`src/rtl/proc_sequencer.sv`:
```
// proc_sequencer: holds a small program buffer and feeds it to an external
// processor one instruction at a time, waiting for the processor's Done flag
// between issues.
//
// Ports:
//   Clock, Reset       - sole clock; synchronous active-high reset
//   LoadEn/Addr/Data   - program buffer write port (ignored while Busy)
//   Start, Abort       - begin execution at PC=0 / return to IDLE (Abort wins)
//   ProcDone           - processor Done level; a rising edge completes an issue
//   ProcInstr, ProcRun - instruction word and one-cycle issue strobe
//   Busy/Halted/Fault  - status: executing / hit opcode 0 or end / WAIT timeout
//   PC, IssueCount     - program counter, completed instructions since Start
//
// Sized for DEPTH <= 16 (LoadAddr and PC are 4 bits wide).
module proc_sequencer #(
    parameter int unsigned DEPTH   = 16,
    parameter int unsigned TIMEOUT = 15
) (
    input  logic        Clock,
    input  logic        Reset,
    input  logic        LoadEn,
    input  logic [3:0]  LoadAddr,
    input  logic [15:0] LoadData,
    input  logic        Start,
    input  logic        Abort,
    input  logic        ProcDone,
    output logic [15:0] ProcInstr,
    output logic        ProcRun,
    output logic        Busy,
    output logic        Halted,
    output logic        Fault,
    output logic [3:0]  PC,
    output logic [7:0]  IssueCount
);

    localparam int unsigned PcW = (DEPTH > 1) ? $clog2(DEPTH) : 1;
    localparam int unsigned TmW = $clog2(TIMEOUT + 1);
    localparam logic [PcW-1:0] PcLast = PcW'(DEPTH - 1);
    localparam logic [TmW-1:0] TmMax  = TmW'(TIMEOUT);

    typedef enum logic [2:0] {
        StIdle, StIssue, StWait, StAdvance, StHalt, StFault
    } state_e;

    state_e         state_q, state_d;
    logic [PcW-1:0] pc_q, pc_d;
    logic [7:0]     cnt_q, cnt_d;
    logic [TmW-1:0] timer_q, timer_d;
    logic           done_prev_q, done_prev_d;
    logic [15:0]    buf_q [DEPTH];

    logic [15:0]    cur_instr;
    logic           done_rise;
    logic           buf_we;
    logic [PcW-1:0] buf_waddr;

    assign cur_instr = buf_q[pc_q];
    assign done_rise = ProcDone & ~done_prev_q;
    assign buf_waddr = PcW'(LoadAddr);

    always_comb begin
        state_d     = state_q;
        pc_d        = pc_q;
        cnt_d       = cnt_q;
        timer_d     = timer_q;
        done_prev_d = ProcDone;  // sampled every cycle so a stale high level never counts
        ProcRun     = 1'b0;

        case (state_q)
            StIdle, StHalt, StFault: begin
                if (Start) begin
                    pc_d    = '0;
                    cnt_d   = '0;
                    state_d = StIssue;
                end
            end
            StIssue: begin
                if (cur_instr[15:12] == 4'h0) begin
                    state_d = StHalt;
                end else begin
                    ProcRun = 1'b1;
                    timer_d = '0;
                    state_d = StWait;
                end
            end
            StWait: begin
                if (done_rise) begin
                    state_d = StAdvance;
                end else begin
                    timer_d = timer_q + 1'b1;
                    if (timer_q + 1'b1 == TmMax) begin
                        state_d = StFault;
                    end
                end
            end
            StAdvance: begin
                if (cnt_q != 8'hFF) begin
                    cnt_d = cnt_q + 8'd1;
                end
                if (pc_q == PcLast) begin
                    state_d = StHalt;
                end else begin
                    pc_d    = pc_q + 1'b1;
                    state_d = StIssue;
                end
            end
            default: state_d = StIdle;
        endcase

        // Abort overrides everything decided above, including the issue strobe.
        if (Abort) begin
            state_d = StIdle;
            pc_d    = pc_q;
            cnt_d   = cnt_q;
            timer_d = timer_q;
            ProcRun = 1'b0;
        end
    end

    assign Busy   = (state_q == StIssue) || (state_q == StWait) || (state_q == StAdvance);
    assign Halted = (state_q == StHalt);
    assign Fault  = (state_q == StFault);
    assign buf_we = LoadEn && !Busy && (32'(LoadAddr) < DEPTH);

    assign ProcInstr  = ((state_q == StIssue) || (state_q == StWait)) ? cur_instr : 16'h0000;
    assign PC         = 4'(pc_q);
    assign IssueCount = cnt_q;

    always_ff @(posedge Clock) begin
        if (Reset) begin
            state_q     <= StIdle;
            pc_q        <= '0;
            cnt_q       <= '0;
            timer_q     <= '0;
            done_prev_q <= 1'b0;
            for (int i = 0; i < int'(DEPTH); i++) begin
                buf_q[i] <= '0;
            end
        end else begin
            state_q     <= state_d;
            pc_q        <= pc_d;
            cnt_q       <= cnt_d;
            timer_q     <= timer_d;
            done_prev_q <= done_prev_d;
            if (buf_we) begin
                buf_q[buf_waddr] <= LoadData;
            end
        end
    end

endmodule

```
`config.mk`:
```
export PLATFORM = sky130hd
export DESIGN_NAME = proc_sequencer
export DESIGN_NICKNAME = d
export VERILOG_FILES = /design/src/rtl/proc_sequencer.sv
export SDC_FILE = /design/constraint.sdc
export NUM_CORES = 1
export LEC_CHECK = 0
export BUFFER_PORTS_ARGS = -buffer_cell sky130_fd_sc_hd__clkbuf_2
export CAP_MARGIN = 20
export CELL_PAD_IN_SITES_DETAIL_PLACEMENT = 0
export CELL_PAD_IN_SITES_GLOBAL_PLACEMENT = 1
export CORE_MARGIN = 5
export CORE_UTILIZATION = 53
export CTS_CLUSTER_DIAMETER = 80
export DETAILED_ROUTE_END_ITERATION = 8
export GPL_TIMING_DRIVEN = 0
export PLACE_DENSITY_LB_ADDON = 0.1
export SYNTH_ARGS = -nofsm -noshare
export SYNTH_HDL_FRONTEND = slang
export SYNTH_SLANG_ARGS = --single-unit
export TNS_END_PERCENT = 50
```
`constraint.sdc`:
```
create_clock -name Clock -period 4.7 [get_ports Clock]
set_input_delay 0.47 -clock Clock [delete_from_list [all_inputs] [get_ports Clock]]
set_output_delay 0.47 -clock Clock [all_outputs]
set_load 0.01 [all_outputs]
```
# == Word-level counts from Yosys, hierarchy flattened ==
# Memory sizes are Yosys's and may differ from the RTL's. A register that Yosys moved wholly into a read port is not among the register bits.
# Index checks and enable logic that the tools add are counted.
# W data, S select, Z words.
# word_totals
regBits,20
ramBits,256
inputBits,26
out_inout_bits,32
word_cells,70
n_memories,1
# op_classes
add_sub_neg,3
n_eq_ne,14
mux,29
bitwise,3
n_reduce_logical,15
# memory_table
name,words,word_bits,rd,rd_ports_with_merged_regs,wr,line_no,source
buf_q,16,16,1,1,16,50,logic [15:0] buf_q [DEPTH];
# ops
op,n
$mux W16,2
$mux W4,7
$mux W8,2
$pmux W4 S2,2
$pmux W8 S2,1
$reduce_or A16 Y1,1
$mux W3,5
$pmux W3 S4,1
$reduce_and A4 Y1,3
$ne A2 B2 Y1 const B,5
$mux W1,9
$add A4 B1 Y4 const B,2
$add A8 B1 Y8 const B,1
$eq A4 B4 Y1 const B,2
$ne A8 B8 Y1 const B,1
$eq A3 B2 Y1 const B,2
$eq A3 B3 Y1 const B,2
$logic_not A4 Y1,1
$reduce_bool A2 Y1,2
$eq A3 B1 Y1 const B,1
$logic_not A3 Y1,1
$ne A3 B3 Y1 const B,1
$reduce_or A3 Y1,1
$logic_or A1 B1 Y1,2
other kinds (6),7

# == Logic depth before layout (Yosys ltp) ==
# Gate-level depths: netlist of the first run.
# depth
ltp_word,10
mapped_depth,8
mapped_depth_nobuf,7

# == Worst setup path after synthesis of the first run ==
# Ideal clock, no wire load.
# synth_path
path_kind,flip-flop to output port
start,reg (tool-made name)
end,out ProcInstr[0]
t_arrival_ns,2.197
t_required_ns,4.230
setup_slack_ns,2.033
stages_incl_launch_ff,8
path_buffers,4
path_cell_list,dfxtp_1 > buf_2 > buf_2 > clkbuf_1 > buf_2 > mux4_2 > mux4_2 > nor2b_1
# synth_lines
element,line_no,source
end: declaration,27,"output logic [15:0] ProcInstr,"

==> metrics.cfg, run 1 <==
[status]
status=finished, final reports clean

[logic_synthesis]
synth.distinct_cells=49
synthTopCellsByCount=256 x and2_1, 256 x edfxtp_1, 73 x mux4_2
synth_area_leader_cell=edfxtp_1
syn_nets=889
syn_inst=859
yosys_warnings=0
syn_area_sq_mm=0.0129
synth_top_cells_by_area=edfxtp_1 59%, mux4_2 13%, and2_1 12%
yosysTopAreaCellShare_pct=59.4
avgSynthCellArea_sq_um=15.1
ys_ff_latch=280
synth-edff-count=256
ys.flop_type=edfxtp_1
synth-seq-area-share_pct=63.1
async_reset_ff_share_pct=0

[routing]
drt_iter0_drc=762
first_pass_iters=5
post_drt_wl_per_cell_um=23.0
postRouteAntennaNets=0
drt-vias-per-instance=5.84
drc=0
drt_wl_total_um=29800
vias=7565

[floorplan]
core_area_sq_mm=0.0242
die_height_um=166
pin_count=58
row_count=57
start_util_pct=53.5
die_area_sq_mm=0.0276
die_w_um=166

[setup_path]
timing.critical_path.mode_cell=buf_2
start_kind=flop
max_stage_delay_ns=0.58
crit_path_top_delay_cell=clkbuf_1
reg2regPathDepth=7
cp-end-kind=output pin
r2r_start=state_q[0]
arrival_ns=3.77
cp.depth=8
crit_path_max_fanout=10
crit_type=reg -> out
crit_chain=buf_2 > buf_2 > clkbuf_1 > buf_2 > mux4_2 > mux4_2 > nor2b_1 > clkbuf_2
r2r_slack_ns=1.74
crit_required_ns=4.23
rr_endpoint=buf_q[8][3]
crit_path_end=ProcInstr[7]
crit_buf_inv=5
crit_family=buffers and inverters

[clock_tree]
postCtsHoldBufs=0
post_cts_resized=0
cts.reportedPaths.clkPinSlew_ns=0.06
cts_max_level=1
numCtsBuffers=30
cts_root_buffer=clkbuf_16
cts.path.max_buffers=3
clk-insertion-delay-late_ns=0.54
postCtsSetupRepairBufs=0
cts_tree=built
cts.sinks=280

[timing]
maxSlewViolCount=0
maxSlewHeadroom_pct=34.7
worstMarginPinSlew_ns=0.972
final-hold-violation-count=0
rsz0062_at_grt=false
finalCritPeriodShare_pct=90.3
post-route-min-period_ns=4.24
tns_ns=0
clock.fmax_ghz=0.236
setup_violations=0
worst_clock_skew_ns=0.00695

[cells_and_area]
drive_gt1_share_pct=22.0
area_growth_pct=12.9
design_area_sq_mm=0.0146
final_nets=978
diodes=0

[global_route]
grt_pass1_vias=7572
grt_pass1_wl_um=45300
track_usage_pct=21.4
antenna_found_initial=1
grt_start_max_net_pins=17
grt-ovfl-total=0

[placement]
io_buffers=55
placed_area_sq_mm=0.0136
place_hpwl_um=21500
gp_congestion=0.809

[power_and_ir_drop]
p_leak_uw=0.00533
powerDensity_mw_per_mm2=369
ir_drop_uv=240

[worst_hold_path]
hold_class=in -> reg

[run]
drv_cap=0

cells in the final DEF, fill, tap and decap left out, drive strengths merged, types with 2 or more instances in the layout:
| cell type | instances |
|---|---|
| o21bai | 4 |
| and3 | 2 |
| mux2i | 4 |
| nor2b | 20 |
| nand3b | 3 |
| o21ai | 2 |
| inv | 3 |
| edfxtp | 256 |
| ha | 4 |
| nand2 | 15 |
| a31oi | 5 |
| xor2 | 8 |
| dfxtp | 24 |
| bufinv | 3 |
| nor2 | 36 |
| buf | 15 |
| nand3 | 13 |
| or2 | 18 |
| a211oi | 4 |
| clkinv | 14 |
| and2 | 256 |
| nor3 | 7 |
| mux4 | 76 |
| nor3b | 5 |
| a22oi | 5 |
| nand4 | 6 |
| clkbuf | 139 |
| nand2b | 5 |
| a21oi | 6 |
| o21a | 2 |
worst min-delay path by stage:
stage,start,to,slack [ns],cells after the start
after floorplan,timer_q[3],timer_q[3],0.50,2
after global placement,timer_q[3],timer_q[3],0.52,2
after detailed placement,IssueCount[7],IssueCount[7],0.54,2
after CTS,ProcDone,done_prev_q,0.13,2
after global routing,ProcDone,done_prev_q,0.16,2
final,ProcDone,done_prev_q,0.15,2
flip-flops by register name, summed over array words and instances (netlist names), named ones only:
register / flops
buf_q: 256
IssueCount: 8
PC: 4
timer_q: 4
state_q: 3
done_prev_q: 1
kinds of logic after synthesis:
group / Yosys count / share of synthesized area, %
adders and majority gates: 4 / 0.387
DFF: 280 / 63.1
AOI/OAI and AO/OA: 35 / 2.09
and+or+nand+nor: 390 / 18.0
xor gates and xnor gates: 9 / 0.609
muxes: 80 / 13.6
buffers and inverters: 61 / 2.15
cell type report:
| class | instances | area [sq um] |
|---|---|---|
| inverter | 3 | 11.3 |
| tap | 324 | 405 |
| fill | 1856 | 9560 |
| multi-input combinational | 518 | 4500 |
| timing repair buffer | 57 | 288 |
| buffer | 58 | 267 |
| clock buffer | 39 | 826 |
| sequential | 280 | 8170 |
| clock inverter | 17 | 153 |
power breakdown:
group          switching, uW  total (uW)  internal, uW
clock network            939        2330          1390
logic                    157         233          76.5
registers               22.4        2820          2800
total                   1120        5390          4270
layer usage:
layer  vias to the layer above  global-route usage, %  share of wire (%)
li1                       3362                      -                  -
met1                      3904                   30.7                 43
met2                       253                   35.7                 49
met3                        44                   2.88                5.9
met4                         2                   4.73                2.2
met5                         -                      0              0.030
through the flow:
stage          total power (uW)  instances  setup slack, ns  util [%]  hold WS (ns)
6_report                   5390       1296            0.458      60.4         0.151
4_1_cts                    5410       1294            0.443      60.4         0.133
3_3_place_gp               3100       1238             1.06      56.3         0.522
3_5_place_dp               3110       1238             1.01      56.3         0.535
2_1_floorplan              3000        859             2.03         -         0.498
5_1_grt                    5530       1296            0.338      60.4         0.157
No activity file was read; power rests on OpenSTA's default activity.
==> run 2: changes to the inputs <==
CORE_UTILIZATION = 52   (was 53)
clock period = 4.6 ns   (was 4.7 ns; I/O delays follow)
==> run 2 against run 1 <==
Clock power rose by 3%. Routed wire length barely moved. Final cell count fell by 0.15%. First-iteration DRC count rose by 12%. Power rose by 2.2%. Worst setup slack got worse by 0.10 ns. Hold slack got worse by 0.010 ns.
==> metrics.cfg, run 2 (synthesis results as in run 1) <==
[timing]
clock.fmax_ghz=0.236
worstMarginPinSlew_ns=1.09  ; was 0.972 ns
post-route-min-period_ns=4.25
worst_clock_skew_ns=0.0106  ; was 0.00695 ns
finalCritPeriodShare_pct=92.3
setup_violations=0  ; unchanged
final-hold-violation-count=0  ; unchanged
maxSlewHeadroom_pct=26.7  ; was 34.7%
tns_ns=0  ; unchanged
maxSlewViolCount=0  ; unchanged
rsz0062_at_grt=false  ; unchanged
fin_ws_ns=0.355  ; was 0.458 ns

[routing]
first_pass_iters=5  ; unchanged
postRouteAntennaNets=0  ; unchanged
drt_iter0_drc=855  ; was 762
post_drt_wl_per_cell_um=23.1  ; was 23.0 um
drc=0  ; unchanged
vias=7363  ; was 7,565
drt_wl_total_um=29800  ; about the same
drt-vias-per-instance=5.69  ; was 5.84

[clock_tree]
cts_max_level=1  ; unchanged
numCtsBuffers=30  ; unchanged
post_cts_resized=0  ; unchanged
cts.sinks=280  ; unchanged
clk-insertion-delay-late_ns=0.54  ; about the same
cts_root_buffer=clkbuf_16  ; unchanged
cts.path.max_buffers=3  ; unchanged
postCtsSetupRepairBufs=0  ; unchanged
postCtsHoldBufs=0  ; unchanged
cts.reportedPaths.clkPinSlew_ns=0.06  ; about the same
cts_tree=built  ; unchanged

[status]
status=finished, final reports clean  ; unchanged

[worst_hold_path]
min-delay-start=ProcDone  ; unchanged
hold_class=in -> reg  ; unchanged

[floorplan]
die_w_um=168  ; was 166 um
die_height_um=168  ; was 166 um
pin_count=58  ; unchanged
start_util_pct=53.1  ; was 53.5%
core_area_sq_mm=0.0244  ; was 0.0242 sq mm
die_area_sq_mm=0.0281  ; was 0.0276 sq mm
row_count=57  ; unchanged

[placement]
io_buffers=55  ; unchanged
preCtsSetupSlack_ns=0.932  ; was 1.01 ns
gp_congestion=0.855  ; was 0.809
dp_cells=1238  ; unchanged
placed_area_sq_mm=0.0136  ; unchanged
place_hpwl_um=21600  ; was 21,500 um

[power_and_ir_drop]
powerDensity_mw_per_mm2=377  ; was 369 mW/mm^2
ir_drop_uv=293  ; was 240 uV
p_leak_uw=0.00532  ; was 0.00533 uW

[setup_path]
crit_required_ns=4.14  ; was 4.23 ns
cp-end-kind=output pin  ; unchanged
crit_path_max_fanout=10  ; unchanged
timing.critical_path.mode_cell=buf_2  ; unchanged
max_stage_delay_ns=0.55  ; was 0.58 ns
start_kind=flop  ; unchanged
crit_path_top_delay_cell=clkbuf_1  ; unchanged
crit_type=reg -> out  ; unchanged
crit_chain=buf_2 > buf_2 > clkbuf_1 > buf_2 > mux4_2 > mux4_2 > nor2b_1 > clkbuf_2  ; unchanged
r2r_start=state_q[0]  ; unchanged
arrival_ns=3.79  ; was 3.77 ns
crit_family=buffers and inverters  ; unchanged
crit_buf_inv=5  ; unchanged

[global_route]
grt_pass1_vias=7794  ; was 7,572
grt_start_max_net_pins=17  ; unchanged
grt_pass1_wl_um=46000  ; was 45,300 um
track_usage_pct=21.5  ; was 21.4%
antenna_found_initial=0  ; was 1
grt-ovfl-total=0  ; unchanged

[cells_and_area]
diodes=0  ; unchanged
design_area_sq_mm=0.0146  ; unchanged
final_cells=1294  ; was 1,296
largest_reg_flops=256  ; unchanged
final_nets=976  ; was 978
regMostFlops=buf_q  ; unchanged
drive_gt1_share_pct=22.0  ; about the same
area_growth_pct=12.9  ; unchanged
final_cell_mix=256 x and2_1, 256 x edfxtp_1, 73 x mux4_2, 55 x clkbuf_2, 52 x clkbuf_1  ; was 256 x and2_1, 256 x edfxtp_1, 73 x mux4_2, 55 x clkbuf_2, 50 x clkbuf_1

[run]
drv_cap=0  ; unchanged

-- run 2: path summary, 6_finish.rpt --
check	to	slack [ns]	cells past startpoint
worst min register to register	timer_q[3]	0.55	2
worst max-delay path	ProcInstr[6]	0.35	8
worst min-delay path	done_prev_q	0.14	2
worst max register to register	buf_q[8][6]	1.54	7
-- run 2: worst reg2reg max path, cell delays in order (launching register included) --
cell and delay (ns):
dfxtp_1 0.29, buf_2 0.17, o21ba_2 0.24, nor3b_2 0.21
nor2b_1 0.21, nand2_1 0.15, nor3_1 0.86, or2_2 0.57
-- run 2: per-layer routing --
metal	vias to the layer above	share of wire, %	global-route usage (%)
met5	-	0	0
met3	50	5.8	3.58
met1	3743	43	30.8
li1	3354	-	-
met4	0	2.1	4.48
met2	216	49	35.2
-- run 2: where the power goes --
| part | internal (uW) | total [uW] | switching, uW |
|---|---|---|---|
| combinational | 78.1 | 238 | 160 |
| clock | 1450 | 2390 | 941 |
| sequential | 2860 | 2880 | 23.1 |
-- run 2: layout make-up --
type                            count  area (sq um)
Inverter                            3          11.3
Tap cell                          324           405
Fill cell                        1905          9780
Clock buffer                       42           847
Sequential cell                   280          8170
Timing Repair Buffer               55           275
Clock inverter                     14           144
Multi-Input combinational cell    518          4500
Buffer                             58           267
-- run 2: metrics by stage --
| step | hold WS (ns) | utilization (%) | total power, uW |
|---|---|---|---|
| final | 0.141 | 59.9 | 5510 |
| after detailed placement | 0.539 | 55.8 | 3180 |
| after CTS | 0.121 | 59.9 | 5530 |
| after floorplan | 0.498 | - | 3070 |
| after global placement | 0.517 | 55.8 | 3160 |
| after global routing | 0.140 | 59.9 | 5660 |
==> run 3: changes to the inputs <==
CORE_UTILIZATION = 53   (was 52)
CTS_BUF_LIST = sky130_fd_sc_hd__clkbuf_8   (was default)
SKIP_LAST_GASP = 1   (was default)
==> run 3 against run 2 <==
Clock power shrank 18%. Critical path type unchanged. Largest cell class unchanged. Count of clock-buffer cells in the layout grew 8. Die area shrank 1.8%. Combinational power is essentially flat. Cell area shrank 1.2%. Highest routed layer unchanged. Power shrank 8.0%. Sequential power is essentially flat. Register-to-register slack gained 0.11 ns.
==> metrics.cfg, run 3 (synthesis results as in run 1) <==
[clock_tree]
cts.sinks=280  ; unchanged
cts_root_buffer=clkbuf_8  ; was clkbuf_16
clk-insertion-delay-late_ns=0.55  ; was 0.54 ns
post_cts_resized=0  ; unchanged
cts.path.max_buffers=3  ; unchanged
cts.reportedPaths.clkPinSlew_ns=0.06  ; about the same
cts_max_level=2  ; was 1
cts_tree=built  ; unchanged
postCtsSetupRepairBufs=0  ; unchanged
numCtsBuffers=48  ; was 30
postCtsHoldBufs=0  ; unchanged

[setup_path]
arrival_ns=3.76  ; was 3.79 ns
crit_path_end=ProcInstr[7]  ; was ProcInstr[6]
start_kind=flop  ; unchanged
crit_type=reg -> out  ; unchanged
r2r_start=state_q[0]  ; unchanged
crit_path_max_fanout=10  ; unchanged
crit_required_ns=4.14  ; about the same
reg2regPathDepth=7  ; unchanged
r2r_slack_ns=1.65  ; was 1.54 ns
cp-end-kind=output pin  ; unchanged
rr_endpoint=buf_q[8][10]  ; was buf_q[8][6]

[cells_and_area]
drive_gt1_share_pct=22.2  ; was 22.0%
n_fill_cell=1874  ; was 1,905
regMostFlops=buf_q  ; unchanged
design_area_sq_mm=0.0144  ; was 0.0146 sq mm
multiInputGateArea_sq_mm=0.00450  ; unchanged
final_cells=1321  ; was 1,294
final_nets=996  ; was 976
final_cell_mix=256 x and2_1, 256 x edfxtp_1, 73 x mux4_2, 55 x clkbuf_2, 50 x clkbuf_8  ; was 256 x and2_1, 256 x edfxtp_1, 73 x mux4_2, 55 x clkbuf_2, 52 x clkbuf_1
area_growth_pct=11.6  ; was 12.9%
diodes=0  ; unchanged
largest_reg_flops=256  ; unchanged
regArea_sq_mm=0.00817  ; unchanged

[global_route]
grt-ovfl-total=0  ; unchanged
grt_start_max_net_pins=17  ; unchanged
grt_pass1_wl_um=45300  ; was 46,000 um
track_usage_pct=21.5  ; about the same
grt_pass1_vias=7704  ; was 7,794
antenna_found_initial=1  ; was 0

[power_and_ir_drop]
powerDensity_mw_per_mm2=351  ; was 377 mW/mm^2
total_power_uw=5070  ; was 5510 uW
p_leak_uw=0.00533  ; was 0.00532 uW
ir_drop_uv=236  ; was 293 uV

[worst_hold_path]
hold_class=in -> reg  ; unchanged

[timing]
setup_violations=0  ; unchanged
clock.fmax_ghz=0.237  ; was 0.236 GHz
worstMarginPinSlew_ns=0.963  ; was 1.09 ns
maxSlewHeadroom_pct=35.3  ; was 26.7%
finalCritPeriodShare_pct=91.8  ; was 92.3%
tns_ns=0  ; unchanged
maxSlewViolCount=0  ; unchanged
rsz0062_at_grt=false  ; unchanged
worst_clock_skew_ns=0.0171  ; was 0.0106 ns
post-route-min-period_ns=4.22  ; was 4.25 ns
final-hold-violation-count=0  ; unchanged

[floorplan]
row_count=57  ; unchanged
die_w_um=166  ; was 168 um
pin_count=58  ; unchanged
start_util_pct=53.5  ; was 53.1%
die_height_um=166  ; was 168 um
die_area_sq_mm=0.0276  ; was 0.0281 sq mm
core_area_sq_mm=0.0242  ; was 0.0244 sq mm

[routing]
drt_wl_total_um=29900  ; was 29,800 um
postRouteAntennaNets=0  ; unchanged
drc=0  ; unchanged
first_pass_iters=5  ; unchanged
drt_iter0_drc=644  ; was 855
vias=7578  ; was 7,363
post_drt_wl_per_cell_um=22.7  ; was 23.1 um
drt-vias-per-instance=5.74  ; was 5.69

[placement]
gp_congestion=0.809  ; was 0.855
io_buffers=55  ; unchanged
dp_cells=1238  ; unchanged
placed_area_sq_mm=0.0136  ; unchanged
place_hpwl_um=21500  ; was 21,600 um

[run]
drv_cap=0  ; unchanged

[status]
status=finished, final reports clean  ; unchanged

-- run 3: cell count changes in the layout (fill, tap and decap cells not counted) --
cell	delta
clkinv_1	+8
clkbuf_16	-31
buf_2	+1
bufinv_16	-3
clkbuf_8	+47
clkinvlp_4	-1
inv_1	+19
clkbuf_1	-8
clkinv_2	-6
clkbuf_4	+1
-- run 3: area by class of cell --
class | instances | area share, %
plain buffers | 58 | 1.85
clock buffers | 50 | 4.77
clock inverters | 31 | 0.814
inverters | 3 | 0.0780
multi-input cells | 518 | 31.1
flip-flops and latches | 280 | 56.6
well taps | 324 | 2.81
repair buffers | 57 | 1.99
-- run 3: how the worst min path moves through the flow --
stage	start	to	slack (ns)	cells past startpoint
6_report	ProcDone	done_prev_q	0.15	2
5_1_grt	ProcDone	done_prev_q	0.14	2
4_1_cts	ProcDone	done_prev_q	0.12	2
3_5_place_dp	IssueCount[7]	IssueCount[7]	0.54	2
3_3_place_gp	timer_q[3]	timer_q[3]	0.52	2
2_1_floorplan	timer_q[3]	timer_q[3]	0.50	2
-- run 3: report_power, final --
group	internal [uW]	leakage, uW	switching [uW]
combinational	78.2	0.00198	159
clock	991	0.000482	956
sequential	2860	0.00287	22.7
-- run 3: critical path, stage by stage (launching register included) --
cell and delay (ns):
dfxtp_1 0.31, buf_2 0.28, buf_2 0.33, clkbuf_1 0.59
buf_2 0.49, mux4_2 0.43, mux4_2 0.49, nor2b_1 0.15
clkbuf_2 0.15
-- run 3: routing by layer --
metal	track usage (%)	part of all wire (%)	up-vias
met4	6.08	2.4	0
met1	30.2	43	3865
met2	35.0	48	264
met3	3.95	6.8	55
met5	0	0	-
li1	-	-	3394
-- run 3: stage by stage --
step | utilization [%] | setup slack [ns] | hold slack, ns
detailed placement | 56.3 | 0.923 | 0.535
CTS | 59.7 | 0.344 | 0.119
global route | 59.7 | 0.234 | 0.140
floorplan | - | 1.94 | 0.498
finish | 59.7 | 0.376 | 0.147
global placement | 56.3 | 0.968 | 0.522
